<file path="config.mk">
export PLATFORM = sky130hd
export DESIGN_NAME = cmac_req_sched
export DESIGN_NICKNAME = d
export VERILOG_FILES = /design/src/rtl/cmac_req_sched.sv
export SDC_FILE = /design/constraint.sdc
export NUM_CORES = 1
export LEC_CHECK = 0
export ABC_CLOCK_PERIOD_IN_PS = 3000
export CAP_MARGIN = 40
export CELL_PAD_IN_SITES_DETAIL_PLACEMENT = 1
export CELL_PAD_IN_SITES_GLOBAL_PLACEMENT = 1
export CORE_AREA = 10 10 332 334
export DETAILED_ROUTE_END_ITERATION = 8
export DIE_AREA = 0 0 342 344
export MAX_ROUTING_LAYER = met4
export PLACE_DENSITY = 0.45
export SLEW_MARGIN = 20
export SYNTH_ARGS = -nofsm -noshare
export SYNTH_HDL_FRONTEND = slang
export SYNTH_SLANG_ARGS = --single-unit
export TNS_END_PERCENT = 5
</file>
<file path="constraint.sdc">
create_clock -name clk_i -period 3 [get_ports clk_i]
set_input_delay 0.6 -clock clk_i [delete_from_list [all_inputs] [get_ports clk_i]]
set_output_delay 0.6 -clock clk_i [all_outputs]
set_load 0.02 [all_outputs]
</file>
<file path="src/rtl/cmac_req_sched.sv">
// rtl/cmac_req_sched.sv - round-robin scheduler for a shared pipelined complex FP MAC
//
// Purpose: shares one fixed-latency complex MUL/ADD datapath among NUM_REQ
// requesters. At most one op issues per cycle; each op is tagged with its
// requester index, tracked through a per-op-type shift register, and its
// result is captured into that requester's response register.
//
// Ports:
//   clk_i, rst_i            clock, synchronous active-high reset
//   req_valid_i/ready_o     per-requester issue handshake (ready is a one-hot grant)
//   req_op_i                0 = ADD (c+d), 1 = MUL (a*b)
//   req_rnd_i, req_op*_i    per-requester rounding mode and operands (slice i)
//   cm_rnd_o, cm_op*_o      winner's rounding mode/operands to the datapath
//   cm_out_mul_i/add_i      datapath results
//   resp_valid_o/ready_i    per-requester result handshake
//   resp_data_o             per-requester result (slice i)
//   busy_o                  any op in flight or response held
module cmac_req_sched #(
    parameter int DATA_WIDTH = 16,
    parameter int NUM_REQ    = 4,
    parameter int MUL_LAT    = 2,
    parameter int ADD_LAT    = 1
) (
    input  logic                              clk_i,
    input  logic                              rst_i,
    input  logic [NUM_REQ-1:0]                req_valid_i,
    output logic [NUM_REQ-1:0]                req_ready_o,
    input  logic [NUM_REQ-1:0]                req_op_i,
    input  logic [3*NUM_REQ-1:0]              req_rnd_i,
    input  logic [2*DATA_WIDTH*NUM_REQ-1:0]   req_opa_i,
    input  logic [2*DATA_WIDTH*NUM_REQ-1:0]   req_opb_i,
    input  logic [2*DATA_WIDTH*NUM_REQ-1:0]   req_opc_i,
    input  logic [2*DATA_WIDTH*NUM_REQ-1:0]   req_opd_i,
    output logic [2:0]                        cm_rnd_o,
    output logic [2*DATA_WIDTH-1:0]           cm_opa_o,
    output logic [2*DATA_WIDTH-1:0]           cm_opb_o,
    output logic [2*DATA_WIDTH-1:0]           cm_opc_o,
    output logic [2*DATA_WIDTH-1:0]           cm_opd_o,
    input  logic [2*DATA_WIDTH-1:0]           cm_out_mul_i,
    input  logic [2*DATA_WIDTH-1:0]           cm_out_add_i,
    output logic [NUM_REQ-1:0]                resp_valid_o,
    input  logic [NUM_REQ-1:0]                resp_ready_i,
    output logic [2*DATA_WIDTH*NUM_REQ-1:0]   resp_data_o,
    output logic                              busy_o
);

    localparam int CW = 2 * DATA_WIDTH;
    localparam int TW = $clog2(NUM_REQ);

    logic [TW-1:0]         ptr_q;
    logic [NUM_REQ-1:0]    outstanding_q, outstanding_d;
    logic [NUM_REQ-1:0]    resp_valid_q, resp_valid_d;
    logic [CW*NUM_REQ-1:0] resp_data_q, resp_data_d;

    logic [MUL_LAT-1:0]    mul_vld_q;
    logic [TW-1:0]         mul_tag_q [MUL_LAT];
    logic [ADD_LAT-1:0]    add_vld_q;
    logic [TW-1:0]         add_tag_q [ADD_LAT];

    logic [NUM_REQ-1:0]    eligible;
    logic                  win_found;
    logic [TW-1:0]         win_idx;
    logic [TW-1:0]         cand;
    int                    idx;
    logic                  issue_mul_d, issue_add_d;
    logic                  mul_cap, add_cap;
    logic [TW-1:0]         mul_cap_tag, add_cap_tag;
    logic [NUM_REQ-1:0]    resp_hs;

    // Round-robin search starting one past the last winner. A requester
    // with a result still pending is not eligible, so at most one op per
    // requester is ever in flight and tags never collide.
    always_comb begin
        eligible  = req_valid_i & ~outstanding_q;
        win_found = 1'b0;
        win_idx   = '0;
        cand      = '0;
        idx       = 0;
        for (int k = 1; k <= NUM_REQ; k++) begin
            idx  = (int'(ptr_q) + k) % NUM_REQ;
            cand = TW'(idx);
            if (!win_found && eligible[cand]) begin
                win_found = 1'b1;
                win_idx   = cand;
            end
        end
    end

    always_comb begin
        req_ready_o = '0;
        cm_rnd_o    = '0;
        cm_opa_o    = '0;
        cm_opb_o    = '0;
        cm_opc_o    = '0;
        cm_opd_o    = '0;
        issue_mul_d = 1'b0;
        issue_add_d = 1'b0;
        if (win_found) begin
            req_ready_o[win_idx] = 1'b1;
            cm_rnd_o    = req_rnd_i[win_idx*3 +: 3];
            cm_opa_o    = req_opa_i[win_idx*CW +: CW];
            cm_opb_o    = req_opb_i[win_idx*CW +: CW];
            cm_opc_o    = req_opc_i[win_idx*CW +: CW];
            cm_opd_o    = req_opd_i[win_idx*CW +: CW];
            issue_mul_d = req_op_i[win_idx];
            issue_add_d = ~req_op_i[win_idx];
        end
    end

    // Last stage of each tracker lines up with the cycle the datapath
    // presents that op's result.
    assign mul_cap     = mul_vld_q[MUL_LAT-1];
    assign mul_cap_tag = mul_tag_q[MUL_LAT-1];
    assign add_cap     = add_vld_q[ADD_LAT-1];
    assign add_cap_tag = add_tag_q[ADD_LAT-1];
    assign resp_hs     = resp_valid_q & resp_ready_i;

    always_comb begin
        outstanding_d = outstanding_q & ~resp_hs;
        resp_valid_d  = resp_valid_q & ~resp_hs;
        resp_data_d   = resp_data_q;
        if (win_found) begin
            outstanding_d[win_idx] = 1'b1;
        end
        // MUL and ADD may both land in one cycle, always for different tags.
        if (mul_cap) begin
            resp_valid_d[mul_cap_tag]           = 1'b1;
            resp_data_d[mul_cap_tag*CW +: CW]   = cm_out_mul_i;
        end
        if (add_cap) begin
            resp_valid_d[add_cap_tag]           = 1'b1;
            resp_data_d[add_cap_tag*CW +: CW]   = cm_out_add_i;
        end
    end

    always_ff @(posedge clk_i) begin
        if (rst_i) begin
            ptr_q         <= TW'(NUM_REQ - 1);
            outstanding_q <= '0;
            resp_valid_q  <= '0;
            resp_data_q   <= '0;
            mul_vld_q     <= '0;
            add_vld_q     <= '0;
            for (int k = 0; k < MUL_LAT; k++) mul_tag_q[k] <= '0;
            for (int k = 0; k < ADD_LAT; k++) add_tag_q[k] <= '0;
        end else begin
            if (win_found) begin
                ptr_q <= win_idx;
            end
            outstanding_q <= outstanding_d;
            resp_valid_q  <= resp_valid_d;
            resp_data_q   <= resp_data_d;
            mul_vld_q[0]  <= issue_mul_d;
            mul_tag_q[0]  <= win_idx;
            for (int k = 1; k < MUL_LAT; k++) begin
                mul_vld_q[k] <= mul_vld_q[k-1];
                mul_tag_q[k] <= mul_tag_q[k-1];
            end
            add_vld_q[0]  <= issue_add_d;
            add_tag_q[0]  <= win_idx;
            for (int k = 1; k < ADD_LAT; k++) begin
                add_vld_q[k] <= add_vld_q[k-1];
                add_tag_q[k] <= add_tag_q[k-1];
            end
        end
    end

    assign resp_valid_o = resp_valid_q;
    assign resp_data_o  = resp_data_q;
    assign busy_o       = |outstanding_q;

    a_cap_same_tag: assert property (@(posedge clk_i) disable iff (rst_i)
        !(mul_cap && add_cap && (mul_cap_tag == add_cap_tag)));
    a_mul_cap_on_hs: assert property (@(posedge clk_i) disable iff (rst_i)
        !(mul_cap && resp_hs[mul_cap_tag]));
    a_add_cap_on_hs: assert property (@(posedge clk_i) disable iff (rst_i)
        !(add_cap && resp_hs[add_cap_tag]));

endmodule

</file>
==> flow_metrics.env, run 1 <==
export IMPL_status="finished, violations left"
export IMPL_violations="setup timing"
export IMPL_rsz0062_at_grt="yes"
export IMPL_drtAntennaViolNets=0
export IMPL_die_area_mm2=0.1176
export IMPL_clkTransAtPathRegs_ps=70
export IMPL_area_delta_synth_final_pct=147.2
export IMPL_multi_input_area_mm2=0.008199
export IMPL_clock_path_buffers=2
export IMPL_synthXorXnorAreaFrac_pct=0
export IMPL_syn_nets=1798
export IMPL_ys_seq_elements=145
export IMPL_grt_pass1_wl_um=146900
export IMPL_grt_usage_pct=18.13
export IMPL_final_cell_mix="729 x clkdlybuf4s50_1, 245 x nor2_1, 184 x a221oi_2"
export IMPL_worst_setup_path_type="reg2out"
export IMPL_crit_required_ps=2400
export IMPL_routabilityCongestion=0.9628
export IMPL_antenna_found_initial=60
export IMPL_maxCapViolCount=0
export IMPL_tritoncts="yes"
export IMPL_num_vias=15213
export IMPL_synth_compound_area_share_pct=48.01
export IMPL_rows=118
export IMPL_synth_mux_area_fraction_pct=0.3250
export IMPL_cts_buffers=17
export IMPL_synthAdderAreaFrac_pct=2.000
export IMPL_cp_arrival_ps=2590
export IMPL_min_path_type="reg2reg"
export IMPL_layout_commonest_cell="clkdlybuf4s50_1"
export IMPL_drt_total_wl_um=110700
export IMPL_synth_cells=1180
export IMPL_tns_ps=-6739
export IMPL_io_buffer_count=869
export IMPL_cts_sinks=145
export IMPL_h_tree_depth=4
export IMPL_netlist_area_mm2=0.01001
export IMPL_skew_ps=12.19
export IMPL_power_density_mw_per_mm2=769.7
export IMPL_grt_overflow_total=0
export IMPL_postCtsHoldBufs=0
export IMPL_initial_core_util_pct=9.698
export IMPL_setup_violations=88
export IMPL_drt_initial_drc_count=710
export IMPL_fillCellCount=11733
export IMPL_regArea_mm2=0.002918
export IMPL_clk_latency_ps=450
export IMPL_grt_max_degree=68
export IMPL_fmax_ghz=0.3135
export IMPL_die_x_um=342
export IMPL_vdd_ir_drop_max_mv=0.3618
export IMPL_clockRootBuffer="clkbuf_16"
export IMPL_fin_ws_ps=-189.3
export IMPL_coreArea_mm2=0.1032
export IMPL_ios=870
export IMPL_synth_edf_count=0
export IMPL_cp_end_kind="output pin"
export IMPL_detail_route_wl_per_cell_um=31.13
export IMPL_startpoint_type="flip-flop"
export IMPL_whs_ps=460.4
export IMPL_nets=2750
export IMPL_min_period_over_period_pct=106.3
export IMPL_ys_flop_type="dfxtp_1"
export IMPL_yosys_area_share_simple_pct=13.16
export IMPL_worstPathMaxFanout=6
export IMPL_finalHoldViolations=0
export IMPL_die_h_um=344
export IMPL_ys_warn_count=0
export IMPL_firstDrtPassIters=5
export IMPL_detailed_place_hpwl_um=88850
export IMPL_ys_types=42
export IMPL_synth_top_family_by_area="compound AO/OA/AOI/OAI gates"
export IMPL_drc=0
export IMPL_worst_pin_slew_ps=610.8
export IMPL_avgSynthCellArea_um2=8.482
export IMPL_viasPerCell=4.279
export IMPL_async_flop_share_pct=0
export IMPL_slew_headroom_pct=59.28
export IMPL_synth_seq_area_share_pct=29.00
export IMPL_finalCriticalPeriod_ps=3189
export IMPL_drive_above_1_share_pct=31.52
export IMPL_p_leak_uw=0.008838
export IMPL_grt_pass1_vias=16606
export IMPL_slew_violations=0
-- worst max-delay path, stage by stage, from the launching register on --
cell and delay [ps]:
dfxtp_4 370, nor3b_4 250, o221ai_2 140, and2_4 220
buf_12 160, buf_12 150, buf_4 160, a221oi_2 290
nor2_2 110, buf_4 140, buf_4 150
-- cell usage after synthesis (6+ instances only) --
cell | n | share of area, %
a221oi_1 | 224 | 20
a221oi_2 | 39 | 5.9
a22o_1 | 129 | 11
a22oi_1 | 131 | 9.8
buf_2 | 36 | 1.8
buf_4 | 6 | 0.45
buf_6 | 9 | 1.0
clkbuf_1 | 96 | 3.6
dfxtp_1 | 145 | 29
ha_1 | 16 | 2.0
inv_1 | 10 | 0.38
nand2_1 | 13 | 0.49
nor2_1 | 272 | 10
-- metal layers --
layer	vias up	share of wire (%)	GRT usage, %
met4	0	2.0	3.329
met2	640	51	32.56
met5	-	0	-
li1	6756	-	-
met1	7704	38	18.77
met3	113	8.5	7.047
-- report_power, final --
group / switching [uW] / total [uW] / internal [uW]
sequential: 134 / 2180 / 2050
clock: 958 / 2350 / 1400
combinational: 7820 / 14500 / 6690
-- worst paths after layout --
kind | to | cells past startpoint | slack (ps) | from
setup reg to reg | resp_data_o[78]$_SDFF_PP0_ | 8 | 500 | mul_tag_q[0][2]$_SDFF_PP0_
hold / removal | mul_vld_q[1]$_SDFF_PP0_ | 1 | 460 | mul_vld_q[0]$_SDFF_PP0_
setup / recovery | cm_opc_o[28] | 10 | -190 | outstanding_q[1]$_SDFF_PP0_
hold reg to reg | mul_vld_q[1]$_SDFF_PP0_ | 1 | 460 | mul_vld_q[0]$_SDFF_PP0_
-- flip-flops by register name (all words and copies together) (netlist names) --
signal,count
add_tag_q,1
outstanding_q,4
resp_data_o,128
mul_tag_q,3
resp_valid_o,4
ptr_q,2
add_cap,1
mul_vld_q,2
-- per-stage QoR --
stage	setup slack (ps)	area, um^2	instances	power, uW	utilization (%)
floorplan	371.1	10010	1180	7247	-
global placement	-1285	21620	3443	14480	20.95
detailed placement	-1225	21620	3444	14560	20.95
CTS	-359.2	23620	3503	18300	22.88
global route	-287.3	24740	3554	20140	23.97
finish	-189.3	24740	3555	19050	23.98
-- repair_timing --
item                       4_1_cts  5_1_grt
pin swaps                       49       58
gates cloned                    11        0
setup buffers                   21       26
setup endpoints to repair      135      134
resized for setup              572      190
-- logic make-up after synthesis --
kind of cell	count (synthesis)
buf+inv	164
mux	3
fa+ha+maj	16
compound gates	539
simple gates	313
flops	145
-- layout make-up --
type                       count  share of cell area [%]
clock buffer                  19                   1.750
antenna                       30                  0.3034
multi-input combinational    872                   33.14
sequential                   145                   11.79
tap                         1380                   6.978
inverter                      12                  0.1820
clock inverter                13                  0.7484
timing repair buffer        1084                   45.11
Note: power is estimated with default switching activity, not from simulation.
==> run 2, diff against run 1 <==
--- a/config.mk
+++ b/config.mk
@@ -9,11 +9,11 @@
 export CAP_MARGIN = 40
 export CELL_PAD_IN_SITES_DETAIL_PLACEMENT = 1
 export CELL_PAD_IN_SITES_GLOBAL_PLACEMENT = 1
-export CORE_AREA = 10 10 332 334
+export CORE_AREA = 2 2 334 336
 export DETAILED_ROUTE_END_ITERATION = 8
-export DIE_AREA = 0 0 342 344
+export DIE_AREA = 0 0 336 338
 export MAX_ROUTING_LAYER = met4
-export PLACE_DENSITY = 0.45
+export PLACE_DENSITY = 0.43
 export SLEW_MARGIN = 20
 export SYNTH_ARGS = -nofsm -noshare
 export SYNTH_HDL_FRONTEND = slang
==> run 2 against run 1 <==
  * The run still ends with setup timing left
  * Cell count rose by 1.3%
  * First-iteration DRC count rose by 12%
  * Maximum frequency fell by 3.0%
  * Wire length fell by 10%
  * Total power fell by 7.6%
  * Global-route usage fell by 1.2 points
  * Count of clock-buffer cells in the layout fell by 2
  * Sequential share of layout area rose by 0.44 points
  * Final area fell by 3.8%
  * Clock power barely moved
  * Via count fell by 1.8%
  * Register-to-register slack got worse by 60 ps
  * Critical path type is now in2out
  * Largest cell class unchanged
  * Largest power group unchanged
==> flow_metrics.env, run 2 (synthesis results as in run 1) <==
export IMPL_rows=122
export IMPL_reg2reg_depth=8
export IMPL_drive_above_1_share_pct=27.43
export IMPL_fillCellCount=12655
export IMPL_die_h_um=338
export IMPL_io_buffer_count=869
export IMPL_whs_path_depth=1
export IMPL_vdd_ir_drop_max_mv=0.4352
export IMPL_setup_violations=123
export IMPL_skew_ps=12.14
export IMPL_cp_end_kind="output pin"
export IMPL_viasPerCell=4.149
export IMPL_slew_headroom_pct=55.99
export IMPL_die_area_mm2=0.1136
export IMPL_fin_ws_ps=-288.4
export IMPL_slew_violations=0
export IMPL_worst_setup_path_type="in2out"
export IMPL_worstPathMaxFanout=13
export IMPL_grt_max_degree=105
export IMPL_grt_usage_pct=16.97
export IMPL_antenna_found_initial=46
export IMPL_detailed_place_hpwl_um=77800
export IMPL_status="finished, violations left"
export IMPL_maxCapViolCount=0
export IMPL_grt_overflow_total=0
export IMPL_clockRootBuffer="clkbuf_16"
export IMPL_drtAntennaViolNets=0
export IMPL_multi_input_area_mm2=0.007687
export IMPL_regArea_mm2=0.002914
export IMPL_crit_slowest_cell="nor3b_4"
export IMPL_final_area_mm2=0.02381
export IMPL_largest_reg_flops=128
export IMPL_place_area_mm2=0.02141
export IMPL_fmax_ghz=0.3041
export IMPL_h_tree_depth=4
export IMPL_cts_sinks=145
export IMPL_clk_latency_ps=470
export IMPL_cp_arrival_ps=2690
export IMPL_coreArea_mm2=0.1101
export IMPL_tns_ps=-10840
export IMPL_routabilityCongestion=0.9119
export IMPL_power_uw=17600
export IMPL_slowest_delay_ps=290
export IMPL_layout_commonest_cell="clkdlybuf4s50_1"
export IMPL_firstDrtPassIters=5
export IMPL_initial_core_util_pct=9.094
export IMPL_rsz0062_at_grt="yes"
export IMPL_min_path_type="reg2reg"
export IMPL_area_delta_synth_final_pct=137.9
export IMPL_num_vias=14935
export IMPL_nets=2694
export IMPL_startpoint_type="primary input"
export IMPL_whs_ps=473.1
export IMPL_finalHoldViolations=0
export IMPL_violations="setup timing"
export IMPL_clock_path_buffers=2
export IMPL_path_cells="clkdlybuf4s15_2 > nor3b_4 > o21ai_1 > buf_4 > a21boi_4 > buf_12 > buf_16 > buf_8 > a221oi_2 > nor2_2 > buf_4 > buf_12"
export IMPL_cts_buffers=17
export IMPL_die_x_um=336
export IMPL_ios=870
export IMPL_final_cell_mix="729 x clkdlybuf4s50_1, 259 x nor2_1, 169 x a221oi_2"
export IMPL_power_density_mw_per_mm2=739.1
export IMPL_clkTransAtPathRegs_ps=70
export IMPL_min_period_over_period_pct=109.6
export IMPL_drt_initial_drc_count=795
export IMPL_tritoncts="yes"
export IMPL_detail_route_wl_per_cell_um=27.66
export IMPL_grt_pass1_wl_um=132100
export IMPL_drt_total_wl_um=99580
export IMPL_utilization_pct=21.64
export IMPL_grt_pass1_vias=15778
export IMPL_crit_required_ps=2400
export IMPL_finalCriticalPeriod_ps=3288
export IMPL_postCtsHoldBufs=0
export IMPL_drc=0
export IMPL_p_leak_uw=0.008429
export IMPL_worst_pin_slew_ps=660.2
## run 2: final cells by class
type / instances / share of cell area (%)
tap: 1488 / 7.818
clock buffer: 17 / 1.786
multi-input combinational: 871 / 32.28
inverter: 12 / 0.1891
clock inverter: 15 / 0.7986
timing repair buffer: 1029 / 44.65
antenna: 23 / 0.2417
sequential: 145 / 12.24
## run 2: through the flow
step	instances	setup slack, ps
2_1_floorplan	1180	371.1
3_3_place_gp	3509	-899.6
3_5_place_dp	3509	-987.1
4_1_cts	3564	-271.4
5_1_grt	3598	-354.4
6_report	3600	-288.4
## run 2: worst paths after layout
| path | from | end | slack (ps) |
|---|---|---|---|
| hold / removal | mul_vld_q[0]$_SDFF_PP0_ | mul_vld_q[1]$_SDFF_PP0_ | 470 |
| hold reg to reg | mul_vld_q[0]$_SDFF_PP0_ | mul_vld_q[1]$_SDFF_PP0_ | 470 |
| setup / recovery | req_valid_i[1] | cm_opd_o[8] | -290 |
| setup reg to reg | mul_tag_q[0][2]$_SDFF_PP0_ | resp_data_o[75]$_SDFF_PP0_ | 440 |
## run 2: worst max-delay path: cells and delay by family
family                 cells  cell delay (ps)
AO/OA/AOI/OAI              3              350
buffers and inverters      7             1160
AND/OR/NAND/NOR            2              550
## run 2: power breakdown
part | internal (uW) | total [uW] | switching (uW)
combinational | 6030 | 13100 | 7070
sequential | 2040 | 2170 | 128
clock | 1270 | 2330 | 1060
total | 9340 | 17600 | 8260
## run 2: what timing repair did
item	4_1_cts	5_1_grt
endpoints found under the setup margin	135	135
hold endpoints to repair	0	0
gates resized for setup	564	148
setup buffers	17	11
gates cloned	8	2
pin swaps	52	48
## run 2: routing by layer
layer / track usage [%] / vias to the layer above / share of wire [%]
li1: - / 6641 / -
met1: 18.80 / 7532 / 39
met2: 29.47 / 679 / 50
met3: 5.412 / 83 / 8.4
met4: 4.093 / 0 / 2.0
met5: - / - / 0
